**config.mk**
```make
export PLATFORM = sky130hd
export DESIGN_NAME = npu_sequencer
export DESIGN_NICKNAME = d
export VERILOG_FILES = /design/src/rtl/npu_sequencer.sv
export SDC_FILE = /design/constraint.sdc
export NUM_CORES = 1
export LEC_CHECK = 0
export ABC_AREA = 0
export BUFFER_PORTS_ARGS = -buffer_cell sky130_fd_sc_hd__buf_2
export CAP_MARGIN = 20
export CORE_ASPECT_RATIO = 0.8
export CORE_MARGIN = 4
export CORE_UTILIZATION = 49
export CTS_CLUSTER_DIAMETER = 150
export CTS_CLUSTER_SIZE = 30
export DETAILED_ROUTE_END_ITERATION = 10
export PLACE_DENSITY = 0.87
export SETUP_SLACK_MARGIN = 0.1
export SLEW_MARGIN = 5
export SYNTH_ARGS = -nofsm -noshare
export SYNTH_HDL_FRONTEND = slang
export SYNTH_SLANG_ARGS = --single-unit
```
**constraint.sdc**
```tcl
create_clock -name clk -period 2.8 [get_ports clk]
set_input_delay 0.28 -clock clk [delete_from_list [all_inputs] [get_ports clk]]
set_output_delay 0.28 -clock clk [all_outputs]
set_load 0.02 [all_outputs]
```
**src/rtl/npu_sequencer.sv**
```systemverilog
// Convolution job sequencer: walks N output positions x S accumulation steps,
// issuing nine 3x3-window read addresses plus bias/PE/post-processing controls.
module npu_sequencer #(
   parameter int width     = 80,
   parameter int height    = 8,
   parameter int width_b   = 7,
   parameter int height_b  = 3,
   parameter int DRAIN_CYC = 4
) (
   input  logic                    clk,
   input  logic                    reset,
   input  logic                    start,
   input  logic                    hold,
   input  logic [width_b-1:0]      cfg_base_w,
   input  logic [width_b-1:0]      cfg_num_out,
   input  logic [2:0]              cfg_steps,
   input  logic [2:0]              cfg_bound,
   input  logic                    cfg_relu,
   input  logic                    cfg_mp,
   output logic [width_b*9-1:0]    readi_w,
   output logic [height_b*9-1:0]   readi_h,
   output logic [8:0]              en_read,
   output logic                    en_bias,
   output logic [2:0]              step,
   output logic                    en_pe,
   output logic [2:0]              step_p,
   output logic [2:0]              bound_level,
   output logic                    en_relu,
   output logic                    en_mp,
   output logic                    busy,
   output logic                    done,
   output logic                    err,
   output logic [2:0]              state_dbg
);
   // Handshake: start is a single-cycle request taken only while busy=0 (anything
   // else is dropped); hold stalls RUN for every cycle it is high and is ignored elsewhere.

   typedef enum logic [2:0] {
      IDLE  = 3'd0,
      BIAS  = 3'd1,
      RUN   = 3'd2,
      DRAIN = 3'd3,
      DONE  = 3'd4
   } state_t;

   localparam int DW = (DRAIN_CYC > 1) ? $clog2(DRAIN_CYC) : 1;

   state_t             state, state_n;
   logic [width_b-1:0] p, base_q, num_q;
   logic [2:0]         s, steps_q, bound_q;
   logic               relu_q, mp_q, err_q;
   logic [DW-1:0]      drain_cnt;
   logic               cfg_bad, s_last, p_last, drain_last;

   // The rightmost lane of the last window reads column base+N+1, which must exist.
   assign cfg_bad    = (32'(cfg_base_w) + 32'(cfg_num_out) + 32'd1) > 32'(width - 1);
   assign s_last     = (s == steps_q);
   assign p_last     = (p == num_q - 1'b1);
   assign drain_last = (drain_cnt == DW'(DRAIN_CYC - 1));

   always_ff @(posedge clk) begin
      if (reset) begin
         state     <= IDLE;
         p         <= '0;
         s         <= '0;
         drain_cnt <= '0;
         base_q    <= '0;
         num_q     <= '0;
         steps_q   <= '0;
         bound_q   <= '0;
         relu_q    <= 1'b0;
         mp_q      <= 1'b0;
         err_q     <= 1'b0;
      end else begin
         state <= state_n;
         err_q <= (state == IDLE) && start && cfg_bad;
         case (state)
            IDLE: begin
               if (start) begin
                  base_q    <= cfg_base_w;
                  num_q     <= cfg_num_out;
                  steps_q   <= cfg_steps;
                  bound_q   <= cfg_bound;
                  relu_q    <= cfg_relu;
                  mp_q      <= cfg_mp;
                  p         <= '0;
                  s         <= '0;
                  drain_cnt <= '0;
               end
            end
            RUN: begin
               if (!hold) begin
                  if (s_last) begin
                     s <= '0;
                     p <= p + 1'b1;
                  end else begin
                     s <= s + 1'b1;
                  end
               end
            end
            DRAIN:   drain_cnt <= drain_cnt + 1'b1;
            default: ;
         endcase
      end
   end

   always_comb begin
      state_n = state;
      case (state)
         IDLE: begin
            if (start) begin
               if (cfg_bad)                state_n = IDLE;
               else if (cfg_num_out == '0) state_n = DONE;
               else                        state_n = BIAS;
            end
         end
         BIAS:    state_n = RUN;
         RUN:     if (!hold && s_last && p_last) state_n = DRAIN;
         DRAIN:   if (drain_last) state_n = DONE;
         DONE:    state_n = IDLE;
         default: state_n = IDLE;
      endcase
   end

   always_comb begin
      readi_w     = '0;
      readi_h     = '0;
      en_read     = '0;
      en_bias     = 1'b0;
      step        = '0;
      en_pe       = 1'b0;
      step_p      = '0;
      bound_level = '0;
      en_relu     = 1'b0;
      en_mp       = 1'b0;
      busy        = 1'b0;
      done        = 1'b0;
      err         = 1'b0;
      state_dbg   = '0;
      if (!reset) begin
         state_dbg = state;
         busy      = (state != IDLE);
         err       = err_q;
         if (state != IDLE) begin
            bound_level = bound_q;
            en_relu     = relu_q;
            en_mp       = mp_q;
         end
         case (state)
            BIAS: en_bias = 1'b1;
            RUN: begin
               step   = s;
               step_p = s;
               // Lane k covers window column k%3 and row k/3; lane 0 sits in the top slice.
               for (int k = 0; k < 9; k++) begin
                  readi_w[(8-k)*width_b +: width_b] =
                     width_b'(32'(base_q) + 32'(p) + 32'(k % 3));
                  readi_h[(8-k)*height_b +: height_b] =
                     height_b'((32'(s) + 32'(k / 3)) % 32'(height));
               end
               if (!hold) begin
                  en_read = 9'h1FF;
                  en_pe   = 1'b1;
               end
            end
            DONE:    done = 1'b1;
            default: ;
         endcase
      end
   end

endmodule

```
==> flow_summary.yaml, run 1 <==
sta:
  hold-worst-slack_ns: 0.227
  finalSetupViolations: 12
  skew_ns: 0.00650
  final-hold-violation-count: 0
  fmax_mhz: 349
  tightest_slew_ns: 0.649
  finalCriticalPeriod_ns: 2.87
  slew-limit-headroom: 0.564
  setup_slack_ns: -0.0666
  fin_crit_sh: 1.02
  rsz0062_at_grt: "true"
  report.final.slew_viol_count: 0
synthesis:
  ys_warn_count: 0
  synth_edf_count: 0
  avgSynthCellArea_sq_um: 7.50
  seq_area_frac_synth: 0.224
  synth_fp_nets: 501
  ys_seq_elements: 38
  ys_types: 52
  postSynthCellCount: 454
  synth_flop_cell: "dfxtp_1"
  synth_area_sq_um: 3400
  synth-async-reset-ratio: 0
clock_network:
  clk_latency_ns: 0.29
  hold_buffers: 0
  clock_sinks: 38
  root_buffer: "clkbuf_8"
  cts_tree: "done"
  cts_made_buffers: 5
  clk_pin_slew_ns: 0.07
  h-tree-depth: 2
  clk_path_buf_depth: 2
worst_setup_path:
  path_class: "flip-flop to output pin"
  reg2reg_slack_ns: 0.51
  arrival_ns: 2.59
  worstPathRequired_ns: 2.52
  ff2ff_path_depth: 8
  crit_path_max_fanout: 4
  critPathLaunchType: "flip-flop"
  cp-endpoint: "readi_w[34]"
  reg2reg_to: "state[2]$_SDFFE_PP0P_"
  cp-startpoint: "p[0]$_SDFFE_PP0P_"
  crit_path_end_kind: "output pin"
  timing.rr.start: "num_q[0]$_SDFFE_PP0P_"
final_layout:
  final_cell_mix: "buf_2 (125), nand2_1 (57), nor2_1 (34), a21oi_1 (34), dfxtp_1 (34)"
  drive_gt1_frac: 0.388
  fin_area_sq_um: 4150
  fin_nets: 575
  diodes: 0
  syn_to_final_growth_pct: 21.8
  final_common_cell: "buf_2"
global_route:
  gr-total-overflow: 0
  grt_max_degree: 32
  grt_first_pass_wirelength_microns: 13800
  antenna_found_initial: 0
  grt_pass1_vias: 3002
  grt_usage: 0.202
routing:
  route.detailed.drc: 0
  drtIter0Drc: 185
  num_vias: 3314
  avgRoutedWirePerCell_microns: 15.3
  postRouteAntennaNets: 0
  first_pass_iters: 5
  wl_microns: 9390
  via_per_inst: 5.42
job:
  cap_violations: 0
run_status:
  violations: "setup timing"
  outcome: "finished with violations"
floorplan:
  die_area_sq_um: 8350
  rows: 26
  fp.dieW_microns: 101
  chipHeight_microns: 82.5
  start_util: 0.518
  ios: 144
  core_area_sq_um: 6570
placed_design:
  io_buffers: 143
  hpwlAfterDp_microns: 6690
  postPlaceCellArea_sq_um: 3690
  place_congestion: 0.887
power:
  p_leak_nw: 2.05
  irDropWorstVdd_mv: 0.276
  p_total_w: 0.00143
  power_density_nw_per_um2: 345
worst_hold_path:
  hold_path_class: "primary input to flip-flop"
-- layout make-up --
type / count / area (sq um)
Timing Repair Buffer: 164 / 971
Multi-Input combinational cell: 304 / 2170
Fill cell: 542 / 2430
Tap cell: 84 / 105
Clock buffer: 7 / 76.3
Sequential cell: 38 / 768
Inverter: 15 / 56.3
-- critical path: stages (launching register included) --
cell       delay, ns
dfxtp_2         0.34
ha_4            0.16
buf_4           0.12
a21o_1          0.22
a21oi_4         0.23
buf_6           0.14
nor4_4          0.04
a2111oi_4       0.40
buf_4           0.22
nor3_4          0.05
mux2i_4         0.22
buf_6           0.15
-- Yosys cell counts, types with 6 or more instances --
| cell type | count | share of area |
|---|---|---|
| a21oi_1 | 38 | 0.056 |
| and2_1 | 17 | 0.031 |
| buf_4 | 77 | 0.17 |
| clkbuf_1 | 14 | 0.015 |
| dfxtp_1 | 38 | 0.22 |
| ha_1 | 19 | 0.070 |
| inv_1 | 15 | 0.017 |
| nand2_1 | 60 | 0.066 |
| nand3_1 | 7 | 0.010 |
| nand4_1 | 7 | 0.013 |
| nor2_1 | 36 | 0.040 |
| nor3_1 | 15 | 0.022 |
| nor4_1 | 6 | 0.011 |
| o21ai_0 | 14 | 0.021 |
| xnor2_1 | 15 | 0.039 |
| xor2_1 | 12 | 0.031 |
-- routing by layer --
metal,vias up,global-route usage,share of wire
li1,1610,-,-
met1,1536,0.257,0.41
met2,150,0.354,0.51
met3,18,0.0311,0.066
met4,0,0.0624,0.018
met5,-,0,0
-- flip-flops by register name (all words and copies together), names as in the netlist --
signal and flops:
base_q 7, num_q 7, p 7, bound_q 3
s 3, state 3, steps_q 3, drain_cnt 2
err_q 1, mp_q 1, relu_q 1
-- how the worst min path moves through the flow --
stage	start	endpoint	cells past startpoint
after floorplan	cfg_bound[0]	bound_q[0]$_SDFFE_PP0P_	2
after global placement	bound_q[1]$_SDFFE_PP0P_	bound_q[1]$_SDFFE_PP0P_	2
after detailed placement	bound_q[1]$_SDFFE_PP0P_	bound_q[1]$_SDFFE_PP0P_	2
after CTS	cfg_bound[0]	bound_q[0]$_SDFFE_PP0P_	3
after global routing	cfg_bound[1]	bound_q[1]$_SDFFE_PP0P_	3
final	cfg_relu	relu_q$_SDFFE_PP0P_	3
-- cells by family (layout without fill, tap and decap cells) --
family                     Yosys count  after routing  share of synthesized area
and+or+nand+nor                    176            176                      0.258
buffers and inverters              112            186                      0.211
AOI/OAI and AO/OA                   76             76                      0.141
DFF                                 38             38                      0.224
xor gates and xnor gates            28             28                     0.0761
adders and majority gates           21             21                     0.0816
muxes                                3              3                    0.00882
-- per-stage QoR --
| stage | std cells | TNS [ns] | util | setup WS, ns |
|---|---|---|---|---|
| 6_report | 612 | -0.522 | 0.631 | -0.0666 |
| 5_1_grt | 612 | -1.98 | 0.631 | -0.148 |
| 4_1_cts | 610 | -0.0935 | 0.602 | -0.0201 |
| 3_5_place_dp | 594 | 0 | 0.562 | 0.140 |
| 3_3_place_gp | 594 | 0 | 0.562 | 0.210 |
| 2_1_floorplan | 454 | 0 | - | 0.0923 |
-- power by group --
group	total (W)	internal, W	leakage, nW	switching [W]
sequential	0.000601	0.000572	0.312	0.0000288
combinational	0.000473	0.000183	1.70	0.000289
clock	0.000359	0.000172	0.0383	0.000187
-- repair_timing --
action / CTS / global route
setup endpoints to repair: 21 / 27
buffers inserted: 9 / 2
pin swaps: 11 / 9
endpoints found under the hold margin: 0 / 0
gates resized for setup: 32 / 38
No activity file was read; power rests on OpenSTA's default activity.
==> run 2: changes to the inputs <==
--- a/config.mk
+++ b/config.mk
@@ -5,7 +5,7 @@
 export SDC_FILE = /design/constraint.sdc
 export NUM_CORES = 1
 export LEC_CHECK = 0
-export ABC_AREA = 0
+export ABC_AREA = 1
 export BUFFER_PORTS_ARGS = -buffer_cell sky130_fd_sc_hd__buf_2
 export CAP_MARGIN = 20
 export CORE_ASPECT_RATIO = 0.8
==> run 2 against run 1 <==
  * The flow now finishes without violations
  * Die area is 0.73% lower
  * Final cell count is 11% higher
  * Register-to-register slack better by 0.56 ns
  * Non-clock buffer count is 9 lower
  * Sequential share of layout area is 1.0 points higher
  * Critical endpoint is now readi_w[12]
  * Largest cell class unchanged
  * Largest power group is now combinational cells
==> flow_summary.yaml, run 2 <==
clock_network:
  hold_buffers: 0
  h-tree-depth: 2
  clk_latency_ns: 0.28
  cts_made_buffers: 5
  clk_pin_slew_ns: 0.06
  clock_sinks: 38
  cts_tree: "done"
  clk_path_buf_depth: 2
  root_buffer: "clkbuf_8"
synthesis:
  postSynthCellCount: 514
  synth_top_area_frac: 0.225
  synth_fp_nets: 561
  yosys-top-cells-count: "nand2_1 (103), buf_4 (77), inv_1 (76), nor2_1 (58), dfxtp_1 (38)"
  ys_warn_count: 0
  yosysTopAreaCell: "dfxtp_1"
  ys_types: 32
  synth-async-reset-ratio: 0
  yosysMostFrequentCell: "nand2_1"
  synthTopCellsByArea: "dfxtp_1 (23%), buf_4 (17%), nand2_1 (11%), inv_1 (8.5%), ha_1 (7.0%)"
  ys_seq_elements: 38
  synth_flop_cell: "dfxtp_1"
  synth_area_sq_um: 3380
  seq_area_frac_synth: 0.225
  synth_edf_count: 0
  avgSynthCellArea_sq_um: 6.57
placed_design:
  hpwlAfterDp_microns: 6940
  io_buffers: 143
  postPlaceCellArea_sq_um: 3610
  place_congestion: 0.867
worst_hold_path:
  min_from: "cfg_steps[2]"
  hold_path_class: "primary input to flip-flop"
worst_setup_path:
  crit_path_max_fanout: 3
  path_class: "flip-flop to output pin"
  path_cells: "ha_4, fa_2, xor2_2, ha_2, nand2_2, nor2_2, nand2_1, nand2_1, nand2_2, nor2_4, buf_6"
  critPathLaunchType: "flip-flop"
  cp-startpoint: "p[0]$_SDFFE_PP0P_"
  timing.rr.start: "state[1]$_SDFFE_PP0P_"
  crit_slowest_cell: "fa_2"
  crit_path_end_kind: "output pin"
  worstPathRequired_ns: 2.52
  arrival_ns: 2.45
  slowest_delay_ns: 0.43
power:
  p_leak_nw: 2.25
  irDropWorstVdd_mv: 0.371
  power.share.combinational: 0.520
  p_switching_w: 0.000986
  power_frac_seq: 0.322
  p_clk_frac: 0.159
  p_total_w: 0.00216
  power_density_nw_per_um2: 551
  p_sw_frac: 0.456
  p_int_w: 0.00117
routing:
  num_vias: 3325
  via_per_inst: 4.91
  first_pass_iters: 4
  wl_microns: 8870
  postRouteAntennaNets: 0
  drtIter0Drc: 135
  route.detailed.drc: 0
  avgRoutedWirePerCell_microns: 13.1
floorplan:
  rows: 26
  start_util: 0.516
  die_area_sq_um: 8290
  fp.dieW_microns: 101
  ios: 144
  chipHeight_microns: 82.2
  core_area_sq_um: 6540
sta:
  finalSetupViolations: 0
  fmax_mhz: 367
  slew-limit-headroom: 0.589
  finalCriticalPeriod_ns: 2.73
  fin_crit_sh: 0.974
  finalSetupTns_ns: 0
  tightest_slew_ns: 0.615
  rsz0062_at_grt: "true"
  skew_ns: 0.00683
  report.final.slew_viol_count: 0
  hold-worst-slack_ns: 0.253
  final-hold-violation-count: 0
run_status:
  outcome: "finished, final reports clean"
final_layout:
  n_fill_cell: 626
  final_cell_mix: "buf_2 (131), nand2_1 (100), inv_1 (74)"
  multi_input_area_sq_um: 1820
  diodes: 0
  syn_to_final_growth_pct: 16.2
  largestRegisters: "base_q: 7 flops, num_q: 7 flops, p: 7 flops"
  ff_latch_area_sq_um: 768
  fin_nets: 640
  drive_gt1_frac: 0.332
  final_common_cell: "buf_2"
  fin_area_sq_um: 3920
global_route:
  antenna_found_initial: 0
  use_met3: 0.0386
  gr-usage-met2: 0.373
  grt_usage: 0.196
  globalRoute.busiestLayer: "met2"
  grt_max_degree: 23
  gr-total-overflow: 0
  grt_pass1_vias: 3010
  grt_first_pass_wirelength_microns: 13200
  grt_util_met1: 0.227
job:
  cap_violations: 0
-- run 2: worst paths after layout --
check                                               end  slack (ns)  cells past startpoint
worst min register to register  bound_q[1]$_SDFFE_PP0P_        0.46                      2
worst max-delay path                        readi_w[12]        0.07                     11
worst max register to register   base_q[0]$_SDFFE_PP0P_        1.07                      6
worst min-delay path            steps_q[2]$_SDFFE_PP0P_        0.25                      3
-- run 2: metal layers --
metal  part of all wire  vias to the layer above
li1                   -                     1695
met5                  0                        -
met4              0.010                        0
met2               0.51                      121
met1               0.40                     1498
met3              0.082                       11
-- run 2: logic make-up after synthesis --
group,Yosys count,share of synthesized area
xor+xnor,16,0.0415
compound gates,67,0.106
flops,38,0.225
buf+inv,160,0.266
fa+ha+maj,21,0.0823
simple gates,212,0.279
-- run 2: power groups by stage --
| stage | sequential (W) | combinational (W) | clock [W] |
|---|---|---|---|
| 2_1_floorplan | 0.000689 | 0.000851 | 0 |
| 3_5_place_dp | 0.000704 | 0.00103 | 0 |
| 5_1_grt | 0.000707 | 0.00125 | 0.000376 |
| 3_3_place_gp | 0.000701 | 0.00100 | 0 |
| 6_report | 0.000695 | 0.00112 | 0.000343 |
| 4_1_cts | 0.000693 | 0.00105 | 0.000357 |
-- run 2: per-stage QoR --
step	std cells	util	worst slack, ns
after CTS	669	0.569	0.102
after floorplan	514	-	0.155
after detailed placement	661	0.552	0.197
after global placement	661	0.552	0.319
after global routing	677	0.600	-0.0135
final	677	0.600	0.0715
-- run 2: worst max-delay path: cells and delay by family, from the launching register on --
| family | cells | cell delay (ns) |
|---|---|---|
| fa+ha+maj | 3 | 0.82 |
| simple gates | 6 | 0.66 |
| flops | 1 | 0.36 |
| xor+xnor | 1 | 0.18 |
| buf+inv | 1 | 0.14 |
-- run 2: repair_timing --
item,in CTS,in global routing
gates resized for setup,8,42
setup buffers,1,8
gates cloned,0,0
setup endpoints to repair,18,18
pin swaps,1,9
-- run 2: area by class of cell --
type / instances / area share
inverter: 77 / 0.0746
timing repair buffer: 155 / 0.219
clock buffer: 7 / 0.0195
tap: 84 / 0.0268
sequential: 38 / 0.196
multi-input combinational: 316 / 0.465
